<file path="src/rtl/huffman_unary_decoder_param.sv">
// Serial unary prefix-code decoder: N zeros then a 1 -> symbol N, with a truncated
// mode, an escape-literal mode, an output FIFO with ready/valid and a symbol counter.
module huffman_unary_decoder_param #(
  parameter int SYM_W      = 4,
  parameter int MAX_ZEROS  = 15,
  parameter int FIFO_DEPTH = 4,
  parameter int CNT_W      = 16
) (
  input  logic             clk,
  input  logic             rst,
  input  logic             in,
  input  logic             in_valid,
  output logic             in_ready,
  input  logic             mode,
  output logic [SYM_W-1:0] out,
  output logic             out_esc,
  output logic             out_valid,
  input  logic             out_ack,
  output logic [CNT_W-1:0] sym_count
);

  localparam int ZW = $clog2(MAX_ZEROS + 1);
  localparam int LW = $clog2(SYM_W + 1);
  localparam int AW = $clog2(FIFO_DEPTH);
  localparam logic [ZW-1:0] ZLAST    = ZW'(MAX_ZEROS - 1);
  localparam logic [LW-1:0] LAST_LIT = LW'(SYM_W - 1);

  typedef struct packed {
    logic             esc;
    logic [SYM_W-1:0] sym;
  } entry_t;

  typedef enum logic {COUNT, LITERAL} state_t;

  state_t           state, state_n;
  logic [ZW-1:0]    zcnt, zcnt_n;
  logic [LW-1:0]    lit_cnt, lit_cnt_n;
  logic [SYM_W-1:0] literal, literal_n;
  logic             mode_q, mode_q_n, mode_eff;
  logic             accept, push, pop, full;
  entry_t           push_d;

  entry_t           mem [FIFO_DEPTH];
  logic [AW-1:0]    wptr, rptr;
  logic [AW:0]      count;

  assign full     = (count == (AW+1)'(FIFO_DEPTH));
  assign in_ready = !full;
  assign accept   = in_valid && in_ready;
  assign out_valid = (count != '0);
  assign pop      = out_valid && out_ack;
  assign out      = out_valid ? mem[rptr].sym : '0;
  assign out_esc  = out_valid ? mem[rptr].esc : 1'b0;

  always_ff @(posedge clk) begin
    if (rst) begin
      state   <= COUNT;
      zcnt    <= '0;
      lit_cnt <= '0;
      literal <= '0;
      mode_q  <= 1'b0;
    end else begin
      state   <= state_n;
      zcnt    <= zcnt_n;
      lit_cnt <= lit_cnt_n;
      literal <= literal_n;
      mode_q  <= mode_q_n;
    end
  end

  always_comb begin
    state_n    = state;
    zcnt_n     = zcnt;
    lit_cnt_n  = lit_cnt;
    literal_n  = literal;
    mode_q_n   = mode_q;
    push       = 1'b0;
    push_d     = '0;
    // The first bit of a codeword sees the live mode input, later bits the latched copy.
    mode_eff   = (state == COUNT && zcnt == '0) ? mode : mode_q;
    if (accept) begin
      case (state)
        COUNT: begin
          if (zcnt == '0) mode_q_n = mode;
          if (in) begin
            push       = 1'b1;
            push_d.sym = SYM_W'(zcnt);
            zcnt_n     = '0;
          end else if (zcnt != ZLAST) begin
            zcnt_n = zcnt + ZW'(1);
          end else if (!mode_eff) begin
            push       = 1'b1;
            push_d.sym = SYM_W'(MAX_ZEROS);
            zcnt_n     = '0;
          end else begin
            zcnt_n    = '0;
            lit_cnt_n = '0;
            state_n   = LITERAL;
          end
        end
        LITERAL: begin
          literal_n = SYM_W'({literal, in});
          lit_cnt_n = lit_cnt + LW'(1);
          if (lit_cnt == LAST_LIT) begin
            push       = 1'b1;
            push_d.esc = 1'b1;
            push_d.sym = literal_n;
            lit_cnt_n  = '0;
            state_n    = COUNT;
          end
        end
        default: state_n = COUNT;
      endcase
    end
  end

  always_ff @(posedge clk) begin
    if (push) mem[wptr] <= push_d;
  end

  always_ff @(posedge clk) begin
    if (rst) begin
      wptr      <= '0;
      rptr      <= '0;
      count     <= '0;
      sym_count <= '0;
    end else begin
      if (push) begin
        wptr      <= wptr + AW'(1);
        sym_count <= sym_count + CNT_W'(1);
      end
      if (pop) rptr <= rptr + AW'(1);
      count <= count + (AW+1)'(push) - (AW+1)'(pop);
    end
  end

endmodule

</file>
<file path="config.mk">
export PLATFORM = sky130hd
export DESIGN_NAME = huffman_unary_decoder_param
export DESIGN_NICKNAME = d
export VERILOG_FILES = /design/src/rtl/huffman_unary_decoder_param.sv
export SDC_FILE = /design/constraint.sdc
export NUM_CORES = 1
export LEC_CHECK = 0
export ABC_AREA = 1
export CORE_ASPECT_RATIO = 1.1
export CORE_MARGIN = 2
export CORE_UTILIZATION = 61
export DETAILED_ROUTE_END_ITERATION = 12
export GPL_TIMING_DRIVEN = 0
export PLACE_DENSITY = 0.9
export SLEW_MARGIN = 40
export SYNTH_ARGS = -nofsm -noshare
export SYNTH_HDL_FRONTEND = slang
export SYNTH_SLANG_ARGS = --single-unit
export TNS_END_PERCENT = 5
</file>
<file path="constraint.sdc">
create_clock -name clk -period 7.1 [get_ports clk]
set_clock_uncertainty 0.1 [all_clocks]
set_input_delay 1.42 -clock clk [delete_from_list [all_inputs] [get_ports clk]]
set_output_delay 1.42 -clock clk [all_outputs]
set_load 0.005 [all_outputs]
</file>
== Yosys cells after proc, flatten, opt, wreduce, memory -nomap -nowiden ==
Memory sizes are Yosys's and may differ from the RTL's. A register that Yosys moved wholly into a read port is not among the register bits.
Cells that the tools add are included.

* Memories: 1
* Bits of input ports: 6
* Bits in writable memories: 20
* Register bits: 35

* Bitwise logic cells: 1
* Reductions and logical operators: 10
* Eq/ne operators: 6
* Add/subtract/negate cells: 7
* Multiplexer cells: 32

{| class="wikitable"
|+ Memories
! memory !! words !! bits a word !! read ports !! clocked after Yosys merged registers in !! wr ports !! RTL line !! source
|-
| mem || 4 || 5 || 1 || 1 || 1 || 43 || <nowiki>entry_t mem [FIFO_DEPTH];</nowiki>
|}

{| class="wikitable"
|+ Operator list
! operator !! number
|-
| two-way mux 4 bit || 6
|-
| adder 16 x 1 -> 16 bit, second input constant || 1
|-
| two-way mux 1 bit || 14
|-
| two-way mux 3 bit || 4
|-
| two-way mux 5 bit || 2
|-
| case mux 4 bit (2 select lines) || 1
|-
| inequality test 2 bit, second input constant || 3
|-
| case mux 3 bit (2 select lines) || 1
|-
| adder 2 x 1 -> 2 bit, second input constant || 2
|-
| adder 4 x 1 -> 4 bit, second input constant || 1
|-
| zero test 4 bit || 1
|-
| two-way mux 2 bit || 2
|-
| inequality test 4 bit, second input constant || 1
|-
| case mux 1 bit (2 select lines) || 2
|-
| AND reduction 2 bit || 2
|-
| AND reduction 4 bit || 1
|-
| adder 3 x 1 -> 3 bit || 1
|-
| adder 3 x 1 -> 3 bit, second input constant || 1
|-
| equality test 3 x 2 -> 1 bit, second input constant || 1
|-
| equality test 3 bit, second input constant || 1
|-
| logical AND 1 bit || 3
|-
| AND reduction 3 bit || 1
|-
| nonzero test 3 bit || 1
|-
| subtractor 3 x 1 -> 3 bit || 1
|-
| other kinds (2) || 2
|}

== Depth between registers and ports, before layout ==
Gate-level depths: netlist of the first run.

* Depth after elaboration: 10
* Depth in mapped cells: 15

== Worst setup path after synthesis of the first run ==
No wires, ideal clock.

* Path type: input -> register
* Start point: in mode
* End point: reg count[2]
* Arrival: 2781 ps
* Data required time: 6872 ps
* Stages: 10
* Setup slack: 4091 ps
* Setup time: 128 ps
* Path through: nand3_1 -> nand3_2 -> nand2_4 -> nand3_2 -> buf_2 -> inv_1 -> ha_1 -> fa_1 -> xnor2_1 -> nor2_1

* Longest elaborated chain between the ends: 8

{| class="wikitable"
|+ Ends and longest elaborated chain
! element !! RTL line !! source
|-
| from (decl) || 14 || <nowiki>input logic mode,</nowiki>
|-
| two-way mux 1 bit || 80 || <nowiki>mode_eff = (state == COUNT && zcnt == '0) ? mode : mode_q;</nowiki>
|-
| two-way mux 1 bit || 91 || <nowiki>end else if (!mode_eff) begin</nowiki>
|-
| two-way mux 1 bit || 89 || <nowiki>end else if (zcnt != ZLAST) begin</nowiki>
|-
| two-way mux 1 bit || 85 || <nowiki>if (in) begin</nowiki>
|-
| case mux 1 bit (2 select lines) || 82 || <nowiki>case (state)</nowiki>
|-
| two-way mux 1 bit || 81 || <nowiki>if (accept) begin</nowiki>
|-
| net push || 40 || <nowiki>logic accept, push, pop, full;</nowiki>
|-
| adder 3 x 1 -> 3 bit || 133 || <nowiki>count <= count + (AW+1)'(push) - (AW+1)'(pop);</nowiki>
|-
| subtractor 3 x 1 -> 3 bit || 133 ||
|-
| to (signal assigned) || 133 ||
|-
| to (decl) || 45 || <nowiki>logic [AW:0] count;</nowiki>
|}

The timed path passes the listed nets, and every way through them passes these cells.
A chain may end at the register's enable or synchronous reset.

==> flow_metrics.py, run 1 <==
metrics = {
    "setup_path": {
        "timing.critical_path.buf_inv": 2,
        "reg2reg_slack_ps": 4400,
        "cp.depth": 6,
        "cp_max_fo": 10,
        "max_stage_delay_ps": 510,
        "r2r_cells": 14,
        "crit_family": "buffers and inverters",
        "reg2reg_to": "count[2]$_SDFF_PP0_",
        "endpoint": "out[1]",
        "crit_path_cell_trace": "clkbuf_1 -> nor2_1 -> nor2_1 -> o21ai_0 -> a21oi_1 -> clkdlybuf4s50_1",
        "critical_path_class": "flop to output port",
        "cp_slowest_cell": "clkdlybuf4s50_1",
        "rr_startpoint": "zcnt[0]$_SDFFE_PP0P_",
        "cp-end-kind": "output port",
        "critPathLaunchType": "flop",
        "cp_common_cell": "nor2_1",
        "critPathArrivalTime_ps": 1940,
        "crit_required_ps": 5580,
    },
    "global_routing": {
        "grt_overflow_total": 0,
        "antenna_found_initial": 0,
        "grt_pass1_vias": 2483,
        "grt_first_pass_wirelength_mm": 10.6,
        "grtUsageTotal": 0.249,
        "grt_max_degree": 11,
    },
    "sta": {
        "worst_pin_slew_ps": 537,
        "hold_viol_final": 0,
        "maxSlewHeadroom": 0.642,
        "fmax_mhz": 289,
        "rsz0062_at_grt": "no",
        "finalWorstPathRequiredPeriod_ps": 3460,
        "fin_crit_sh": 0.488,
        "setup_viol": 0,
        "maxSlewViolCount": 0,
        "final.setup.tns_ps": 0,
    },
    "placed_design": {
        "place.port_buffers": 28,
        "place_hpwl_mm": 4.36,
        "gp_congestion": 0.857,
    },
    "finish": {
        "regArea_um2": 1340,
        "utilization": 0.739,
        "n_antenna_cell": 0,
        "multi_input_area_um2": 1270,
        "drive_gt1_frac": 0.0714,
        "syn_to_final_growth_pct": 17.9,
        "fillers": 351,
        "fin_nets": 433,
    },
    "synthesis": {
        "postSynthRegisterBits": 57,
        "postSynthAreaPerCell_um2": 7.64,
        "syn_inst": 376,
        "synth.top_cell.area_share": 0.258,
        "seq_area_frac_synth": 0.467,
        "yosysUniqueCellTypes": 30,
        "synth_warnings": 0,
        "synth_top_cell_by_area": "dfxtp_1",
        "syn_area_um2": 2870,
        "synth_area_leaders": "dfxtp_1, edfxtp_1, nor2_1, nand2_1, inv_1",
        "syn_nets": 394,
    },
    "cts": {
        "cts_inserted_buffers": 9,
        "clk_latency_ps": 340,
        "clk_pin_slew_ps": 60,
        "ctsResizeCount": 0,
        "cts_tree": "built",
        "cts_sinks": 57,
        "clockBufferDepth": 2,
        "cts.htree.levels": 3,
        "cts_root_buf": "clkbuf_8",
        "post-cts-setup-buffers": 0,
        "cts_hold_buf": 0,
    },
    "run": {
        "cap_viol_max_count": 0,
    },
    "drt": {
        "detail-route-antenna-nets": 0,
        "drt-total-wl_mm": 6.13,
        "vias": 2532,
        "drt_iter0_markers": 153,
        "drc": 0,
        "via_per_inst": 5.32,
        "wl_per_cell_um": 12.9,
        "drt-pass1-iter-count": 4,
    },
    "floorplan": {
        "start_util": 0.627,
        "ios": 29,
        "die-area_um2": 5280,
        "coreArea_um2": 4590,
        "rows": 26,
        "die_h_um": 76.0,
        "die_w_um": 69.4,
    },
    "power_and_ir_drop": {
        "power_density_nw_per_um2": 256,
        "leakagePower_nw": 1.40,
        "ir_drop_mv": 0.147,
    },
    "min_path": {
        "min_path_type": "flop to flop",
    },
    "outcome": {
        "status": "completed",
    },
}
==> through the flow <==
stage | hold WS (ps) | total power, mW | worst slack, ps | cells | area, um^2
3_3_place_gp | 327 | 0.602 | 3370 | 460 | 3220
6_report | 368 | 0.866 | 3640 | 476 | 3390
2_1_floorplan | 317 | 0.527 | 4090 | 376 | 2870
4_1_cts | 360 | 0.868 | 3650 | 476 | 3390
3_5_place_dp | 349 | 0.614 | 3330 | 460 | 3220
5_1_grt | 383 | 0.915 | 3430 | 476 | 3390
==> how the worst min path moves through the flow <==
stage                                  startpoint                       to  slack, ps  depth (start not counted)
after global routing      lit_cnt[2]$_SDFFE_PP0P_  lit_cnt[2]$_SDFFE_PP0P_        380                          2
after floorplan           lit_cnt[2]$_SDFFE_PP0P_  lit_cnt[2]$_SDFFE_PP0P_        320                          2
final                     lit_cnt[2]$_SDFFE_PP0P_  lit_cnt[2]$_SDFFE_PP0P_        370                          2
after global placement    lit_cnt[2]$_SDFFE_PP0P_  lit_cnt[2]$_SDFFE_PP0P_        330                          2
after detailed placement  lit_cnt[2]$_SDFFE_PP0P_  lit_cnt[2]$_SDFFE_PP0P_        350                          2
after CTS                 lit_cnt[2]$_SDFFE_PP0P_  lit_cnt[2]$_SDFFE_PP0P_        360                          2
==> final cells by class <==
type / instances / share of cell area
buffer: 8 / 0.0114
clock buffer: 12 / 0.0428
clock inverter: 4 / 0.00591
inverter: 60 / 0.0664
multi-input combinational: 251 / 0.374
sequential: 57 / 0.396
tap: 56 / 0.0207
timing repair buffer: 28 / 0.0827
==> metal layers <==
layer,part of all wire,GRT usage,vias to the layer above
met1,0.41,0.277,1189
met2,0.53,0.456,53
li1,-,-,1276
met5,0,0,-
met4,0.020,0.112,0
met3,0.046,0.0476,14
==> cells in the final DEF, fill, tap and decap left out, drive strengths merged <==
cell type	synthesis	layout
buf	5	5
a21oi	16	16
or2	1	1
and3	1	1
clkdlybuf4s50	0	28
fa	1	1
xor2	1	1
edfxtp	20	20
xnor2	2	2
o21bai	9	9
o22ai	3	3
nand3	25	25
a211oi	2	2
o21a	1	1
nand4	7	7
clkbuf	3	15
nand3b	1	1
nor3	9	9
ha	11	11
inv	60	60
nor2	79	79
clkinv	0	4
o21ai	16	16
nand2	66	66
dfxtp	37	37
==> tightest hold or removal path: cells and delay by family (launching register included) <==
kind | cells | cell delay, ps
DFF | 1 | 310
AOI/OAI and AO/OA | 1 | 40
and+or+nand+nor | 1 | 70
==> state kept, by name, indices dropped and copies added (netlist names), named ones only <==
name and cells:
count 3, lit_cnt 3, literal 3, mem 20, mode_q 1, rptr 2
state 1, sym_count 16, wptr 2, zcnt 4
==> Yosys cell counts (all sizes together) <==
master / count
o21ai: 16
ha: 11
buf: 5
a211oi: 2
dfxtp: 37
xor2: 1
or2: 1
inv: 60
nor3: 9
nor2: 79
o22ai: 3
nand4: 7
o21a: 1
a21oi: 16
edfxtp: 20
clkbuf: 3
nand2: 66
nand3: 25
fa: 1
xnor2: 2
nand3b: 1
o21bai: 9
and3: 1
==> logic make-up after synthesis <==
kind of cell / Yosys count / synth area share
simple gates: 189 / 0.284
buf+inv: 68 / 0.0919
flops: 57 / 0.467
compound gates: 47 / 0.0936
fa+ha+maj: 12 / 0.0549
xor+xnor: 3 / 0.00914
==> power by group <==
group | total, mW | switching, mW | internal [mW] | leakage (nW)
registers | 0.385 | 0.0207 | 0.365 | 0.487
clock network | 0.259 | 0.125 | 0.134 | 0.0899
logic | 0.222 | 0.122 | 0.101 | 0.826
Note: power is estimated with default switching activity, not from simulation.
==> run 2, diff against run 1 <==
--- a/config.mk
+++ b/config.mk
@@ -8,10 +8,10 @@
 export ABC_AREA = 1
 export CORE_ASPECT_RATIO = 1.1
 export CORE_MARGIN = 2
-export CORE_UTILIZATION = 61
+export CORE_UTILIZATION = 56
 export DETAILED_ROUTE_END_ITERATION = 12
 export GPL_TIMING_DRIVEN = 0
-export PLACE_DENSITY = 0.9
+export PLACE_DENSITY = 0.84
 export SLEW_MARGIN = 40
 export SYNTH_ARGS = -nofsm -noshare
 export SYNTH_HDL_FRONTEND = slang
==> constraint.sdc (replaced) <==
create_clock -name clk -period 3.4 [get_ports clk]
set_clock_uncertainty 0.1 [all_clocks]
set_input_delay 0.68 -clock clk [delete_from_list [all_inputs] [get_ports clk]]
set_output_delay 0.68 -clock clk [all_outputs]
set_load 0.005 [all_outputs]
==> flow_metrics.py, run 2 (synthesized netlist as in run 1, its figures left out) <==
metrics = {
    "outcome": {
        "status": "completed",
    },
    "sta": {
        "hold_viol_final": 0,
        "rsz0062_at_grt": "no",
        "setup_viol": 0,
        "maxSlewViolCount": 0,
        "maxSlewHeadroom": 0.670,
        "fin_crit_sh": 0.794,
        "finalWorstSetupSlack_ps": 700,
        "fmax_mhz": 370,
        "holdWs_ps": 347,
        "final.setup.tns_ps": 0,
        "finalWorstPathRequiredPeriod_ps": 2700,
        "worst_pin_slew_ps": 495,
    },
    "finish": {
        "drive_gt1_frac": 0.0738,
        "fillers": 428,
        "largest-register": "mem",
        "largest_register_ffs": 20,
        "multi_input_area_um2": 1270,
        "mostFrequentLayoutCells": "nor2_1, nand2_1, inv_1",
        "utilization": 0.684,
        "syn_to_final_growth_pct": 18.2,
        "n_antenna_cell": 0,
        "fin_nets": 433,
        "regArea_um2": 1340,
        "mostFrequentLayoutCell": "nor2_1",
        "reg.largest.list": "mem: 20 flops, sym_count: 16 flops, zcnt: 4 flops",
    },
    "global_routing": {
        "grt_overflow_total": 0,
        "antenna_found_initial": 0,
        "grt_max_degree": 11,
        "grt_pass1_vias": 2371,
        "grtUsageTotal": 0.227,
        "grt_first_pass_wirelength_mm": 10.0,
    },
    "cts": {
        "clockBufferDepth": 2,
        "cts_root_buf": "clkbuf_8",
        "post-cts-setup-buffers": 0,
        "cts.htree.levels": 3,
        "cts_inserted_buffers": 9,
        "ctsResizeCount": 0,
        "clk_pin_slew_ps": 60,
        "cts_sinks": 57,
        "cts_hold_buf": 0,
        "clk_latency_ps": 340,
        "cts_tree": "built",
    },
    "setup_path": {
        "critPathLaunchType": "flop",
        "cp_max_fo": 10,
        "cp-end-kind": "output port",
        "reg2reg_slack_ps": 770,
        "crit_required_ps": 2620,
        "critPathArrivalTime_ps": 1920,
        "rr_startpoint": "zcnt[0]$_SDFFE_PP0P_",
        "r2r_cells": 14,
        "reg2reg_to": "count[2]$_SDFF_PP0_",
        "critical_path_class": "flop to output port",
    },
    "placed_design": {
        "place.port_buffers": 28,
        "gp_congestion": 0.827,
        "place_hpwl_mm": 4.14,
        "pre_cts_slack_ps": 363,
    },
    "power_and_ir_drop": {
        "p_sw_frac": 0.307,
        "leakagePower_nw": 1.40,
        "netSwitchingPower_mw": 0.553,
        "power_frac_comb": 0.254,
        "power_density_nw_per_um2": 530,
        "seqPwrFrac": 0.446,
        "p_int_mw": 1.25,
        "clkPwrFrac": 0.301,
        "ir_drop_mv": 0.282,
    },
    "floorplan": {
        "rows": 27,
        "die_w_um": 72.3,
        "start_util": 0.579,
        "die_h_um": 79.1,
        "coreArea_um2": 4970,
        "ios": 29,
        "die-area_um2": 5720,
    },
    "drt": {
        "via_per_inst": 5.14,
        "drt-total-wl_mm": 5.74,
        "drc": 0,
        "drt_iter0_markers": 147,
        "detail-route-antenna-nets": 0,
        "wl_per_cell_um": 12.0,
        "vias": 2455,
        "drt-pass1-iter-count": 4,
    },
    "min_path": {
        "min-delay-start": "lit_cnt[2]$_SDFFE_PP0P_",
        "min_path_type": "flop to flop",
        "hold_path_end": "lit_cnt[2]$_SDFFE_PP0P_",
        "holdPathStages": 2,
    },
    "run": {
        "cap_viol_max_count": 0,
    },
}
## run 2: cell count changes in the layout (fill, tap and decap cells not counted), sizes merged
cell	before	now
clkbuf	15	13
clkinvlp	0	2
## run 2: area by class of cell
class | instances | area share
timing repair buffer | 28 | 0.0825
clock inverter | 6 | 0.00994
tap | 58 | 0.0214
buffer | 8 | 0.0114
inverter | 60 | 0.0663
clock buffer | 10 | 0.0405
multi-input combinational | 251 | 0.373
sequential | 57 | 0.395
## run 2: worst max-delay path: stages (launching register included)
cell and delay, ps:
dfxtp_1 330, clkbuf_1 310, nor2_1 90, nor2_1 90, o21ai_0 90, a21oi_1 170
clkdlybuf4s50_1 520
## run 2: power groups by stage
stage | logic (mW) | clock network, mW | registers [mW]
global route | 0.532 | 0.591 | 0.809
finish | 0.457 | 0.542 | 0.803
global placement | 0.448 | 0 | 0.815
detailed placement | 0.458 | 0 | 0.818
floorplan | 0.292 | 0 | 0.808
CTS | 0.462 | 0.560 | 0.803
## run 2: per-stage QoR
step	instances	area [um^2]	total power, mW
global route	478	3400	1.93
floorplan	376	2870	1.10
CTS	478	3400	1.83
global placement	462	3230	1.26
detailed placement	462	3230	1.28
finish	478	3400	1.80
## run 2: worst max path at each step
stage                     slack (ps)  cells past startpoint             endpoint
final                            700                      6               out[1]
after global routing             480                      6               out[1]
after CTS                        670                      6               out[0]
after detailed placement         360                     10  count[2]$_SDFF_PP0_
after global placement           390                     10  count[2]$_SDFF_PP0_
after floorplan                 1070                     14  count[2]$_SDFF_PP0_
## run 2: routing by layer
layer | vias to the layer above | global-route usage | routed length, um
met1 | 1112 | 0.256 | 2490
met4 | 0 | 0.109 | 121
met5 | - | 0 | 0
met3 | 15 | 0.0622 | 251
li1 | 1279 | - | -
met2 | 49 | 0.392 | 2870
==> run 3, diff against run 2 <==
--- a/config.mk
+++ b/config.mk
@@ -8,10 +8,10 @@
 export ABC_AREA = 1
 export CORE_ASPECT_RATIO = 1.1
 export CORE_MARGIN = 2
-export CORE_UTILIZATION = 56
+export CORE_UTILIZATION = 51
 export DETAILED_ROUTE_END_ITERATION = 12
 export GPL_TIMING_DRIVEN = 0
-export PLACE_DENSITY = 0.84
+export PLACE_DENSITY = 0.81
 export SLEW_MARGIN = 40
 export SYNTH_ARGS = -nofsm -noshare
 export SYNTH_HDL_FRONTEND = slang
==> constraint.sdc (replaced) <==
create_clock -name clk -period 2.2 [get_ports clk]
set_clock_uncertainty 0.1 [all_clocks]
set_input_delay 0.44 -clock clk [delete_from_list [all_inputs] [get_ports clk]]
set_output_delay 0.44 -clock clk [all_outputs]
set_load 0.005 [all_outputs]
==> flow_metrics.py, run 3 (synthesized netlist as in run 1, its figures left out) <==
metrics = {
    "floorplan": {
        "coreArea_um2": 5400,
        "start_util": 0.533,
        "die_w_um": 75.6,
        "rows": 28,
        "ios": 29,
        "die-area_um2": 6250,
        "die_h_um": 82.7,
    },
    "cts": {
        "cts.htree.levels": 3,
        "cts_hold_buf": 0,
        "cts_tree": "built",
        "clk_latency_ps": 330,
        "cts_inserted_buffers": 9,
        "clk_pin_slew_ps": 60,
        "cts_root_buf": "clkbuf_8",
        "cts_sinks": 57,
        "clockBufferDepth": 2,
    },
    "setup_path": {
        "critPathArrivalTime_ps": 2270,
        "max_stage_delay_ps": 320,
        "cp_slowest_cell": "dfxtp_2",
        "crit_start": "zcnt[0]$_SDFFE_PP0P_",
        "crit_path_cell_trace": "inv_2 -> ha_4 -> inv_2 -> nor2_4 -> nand2_2 -> buf_4 -> buf_4 -> buf_4 -> buf_4 -> buf_4 -> buf_4 -> buf_4 -> buf_4 -> o21ai_2 -> a21oi_1",
        "crit_required_ps": 2300,
        "critPathLaunchType": "flop",
        "reg2reg_slack_ps": 30,
        "reg2reg_to": "mode_q$_SDFFE_PP0P_",
        "crit_family": "buffers and inverters",
        "endpoint": "mode_q$_SDFFE_PP0P_",
        "rr_startpoint": "zcnt[0]$_SDFFE_PP0P_",
        "critical_path_class": "flop to flop",
        "cp-end-kind": "flop",
        "r2r_cells": 15,
        "timing.critical_path.buf_inv": 10,
        "cp_common_cell": "buf_4",
        "cp_max_fo": 3,
        "cp.depth": 15,
    },
    "power_and_ir_drop": {
        "leakagePower_nw": 1.59,
        "power_density_nw_per_um2": 834,
        "ir_drop_mv": 0.407,
        "total_power_mw": 3.15,
    },
    "finish": {
        "final_area_um2": 3780,
        "fin_nets": 466,
        "reg.largest.list": "mem: 20 flops, sym_count: 16 flops, zcnt: 4 flops",
        "fillers": 439,
        "largest_register_ffs": 20,
        "drive_gt1_frac": 0.196,
        "utilization": 0.700,
        "mostFrequentLayoutCells": "nor2_1, nand2_1, inv_1",
        "mostFrequentLayoutCell": "nor2_1",
        "syn_to_final_growth_pct": 31.5,
        "largest-register": "mem",
        "n_antenna_cell": 0,
    },
    "drt": {
        "vias": 2682,
        "wl_per_cell_um": 12.6,
        "drc": 0,
        "via_per_inst": 5.08,
        "drt-pass1-iter-count": 4,
        "drt_iter0_markers": 158,
        "detail-route-antenna-nets": 0,
        "drt-total-wl_mm": 6.65,
    },
    "sta": {
        "maxSlewViolCount": 0,
        "worst_pin_slew_ps": 532,
        "hold_viol_final": 0,
        "finalWorstSetupSlack_ps": 31.0,
        "maxSlewHeadroom": 0.645,
        "fmax_mhz": 461,
        "rsz0062_at_grt": "yes",
        "setup_viol": 0,
        "fin_crit_sh": 0.986,
        "finalWorstPathRequiredPeriod_ps": 2170,
    },
    "placed_design": {
        "place_hpwl_mm": 4.27,
        "placed_area_um2": 3260,
        "place.port_buffers": 28,
        "gp_congestion": 0.852,
        "pre_cts_slack_ps": -497,
    },
    "global_routing": {
        "grt_pass1_vias": 2546,
        "grt_max_degree": 11,
        "grt_overflow_total": 0,
        "grtUsageTotal": 0.229,
        "antenna_found_initial": 0,
        "grt_first_pass_wirelength_mm": 10.7,
    },
    "min_path": {
        "min_path_type": "flop to flop",
        "holdPathStages": 2,
    },
    "run": {
        "cap_viol_max_count": 0,
    },
    "outcome": {
        "status": "completed",
    },
}
[run 3: timing repair]
item                                    CTS  global route
resized for setup                        22            14
pin swaps                                 5             7
buffers inserted                         25             9
endpoints found under the setup margin   28            27
[run 3: layer usage]
layer	vias up	GRT usage	wire length, um
met3	22	0.0449	377
met1	1239	0.249	2670
met2	77	0.414	3420
met5	-	0	0
li1	1344	-	-
met4	0	0.123	191
[run 3: layout make-up]
cell class	count	area, um^2	area share
Inverter	60	225	0.0596
Multi-Input combinational cell	251	1350	0.358
Clock buffer	13	149	0.0394
Sequential cell	57	1350	0.356
Buffer	7	43.8	0.0116
Tap cell	75	93.8	0.0248
Timing Repair Buffer	62	529	0.140
Clock inverter	3	40.0	0.0106
[run 3: how the worst min path moves through the flow]
stage,from,endpoint,slack [ps]
2_1_floorplan,lit_cnt[2]$_SDFFE_PP0P_,lit_cnt[2]$_SDFFE_PP0P_,320
6_report,lit_cnt[2]$_SDFFE_PP0P_,lit_cnt[2]$_SDFFE_PP0P_,360
4_1_cts,lit_cnt[2]$_SDFFE_PP0P_,lit_cnt[2]$_SDFFE_PP0P_,360
3_5_place_dp,lit_cnt[2]$_SDFFE_PP0P_,lit_cnt[2]$_SDFFE_PP0P_,350
3_3_place_gp,lit_cnt[2]$_SDFFE_PP0P_,lit_cnt[2]$_SDFFE_PP0P_,330
5_1_grt,lit_cnt[2]$_SDFFE_PP0P_,lit_cnt[2]$_SDFFE_PP0P_,380
[run 3: where the power goes]
group          switching [mW]  internal [mW]
registers              0.0714           1.18
logic                   0.479          0.476
clock network           0.393          0.551
[run 3: metrics by stage]
stage	cells	hold WS (ps)	setup TNS, ps
after detailed placement	479	348	-4990
after CTS	520	361	-58.3
after floorplan	376	317	0
final	528	357	0
after global routing	528	379	-229
after global placement	479	327	-4080
[run 3: tightest hold or removal path, delay by kind of cell, from the launching register on]
family             cells  cell delay, ps
AOI/OAI and AO/OA      1              40
DFF                    1             310
and+or+nand+nor        1              60
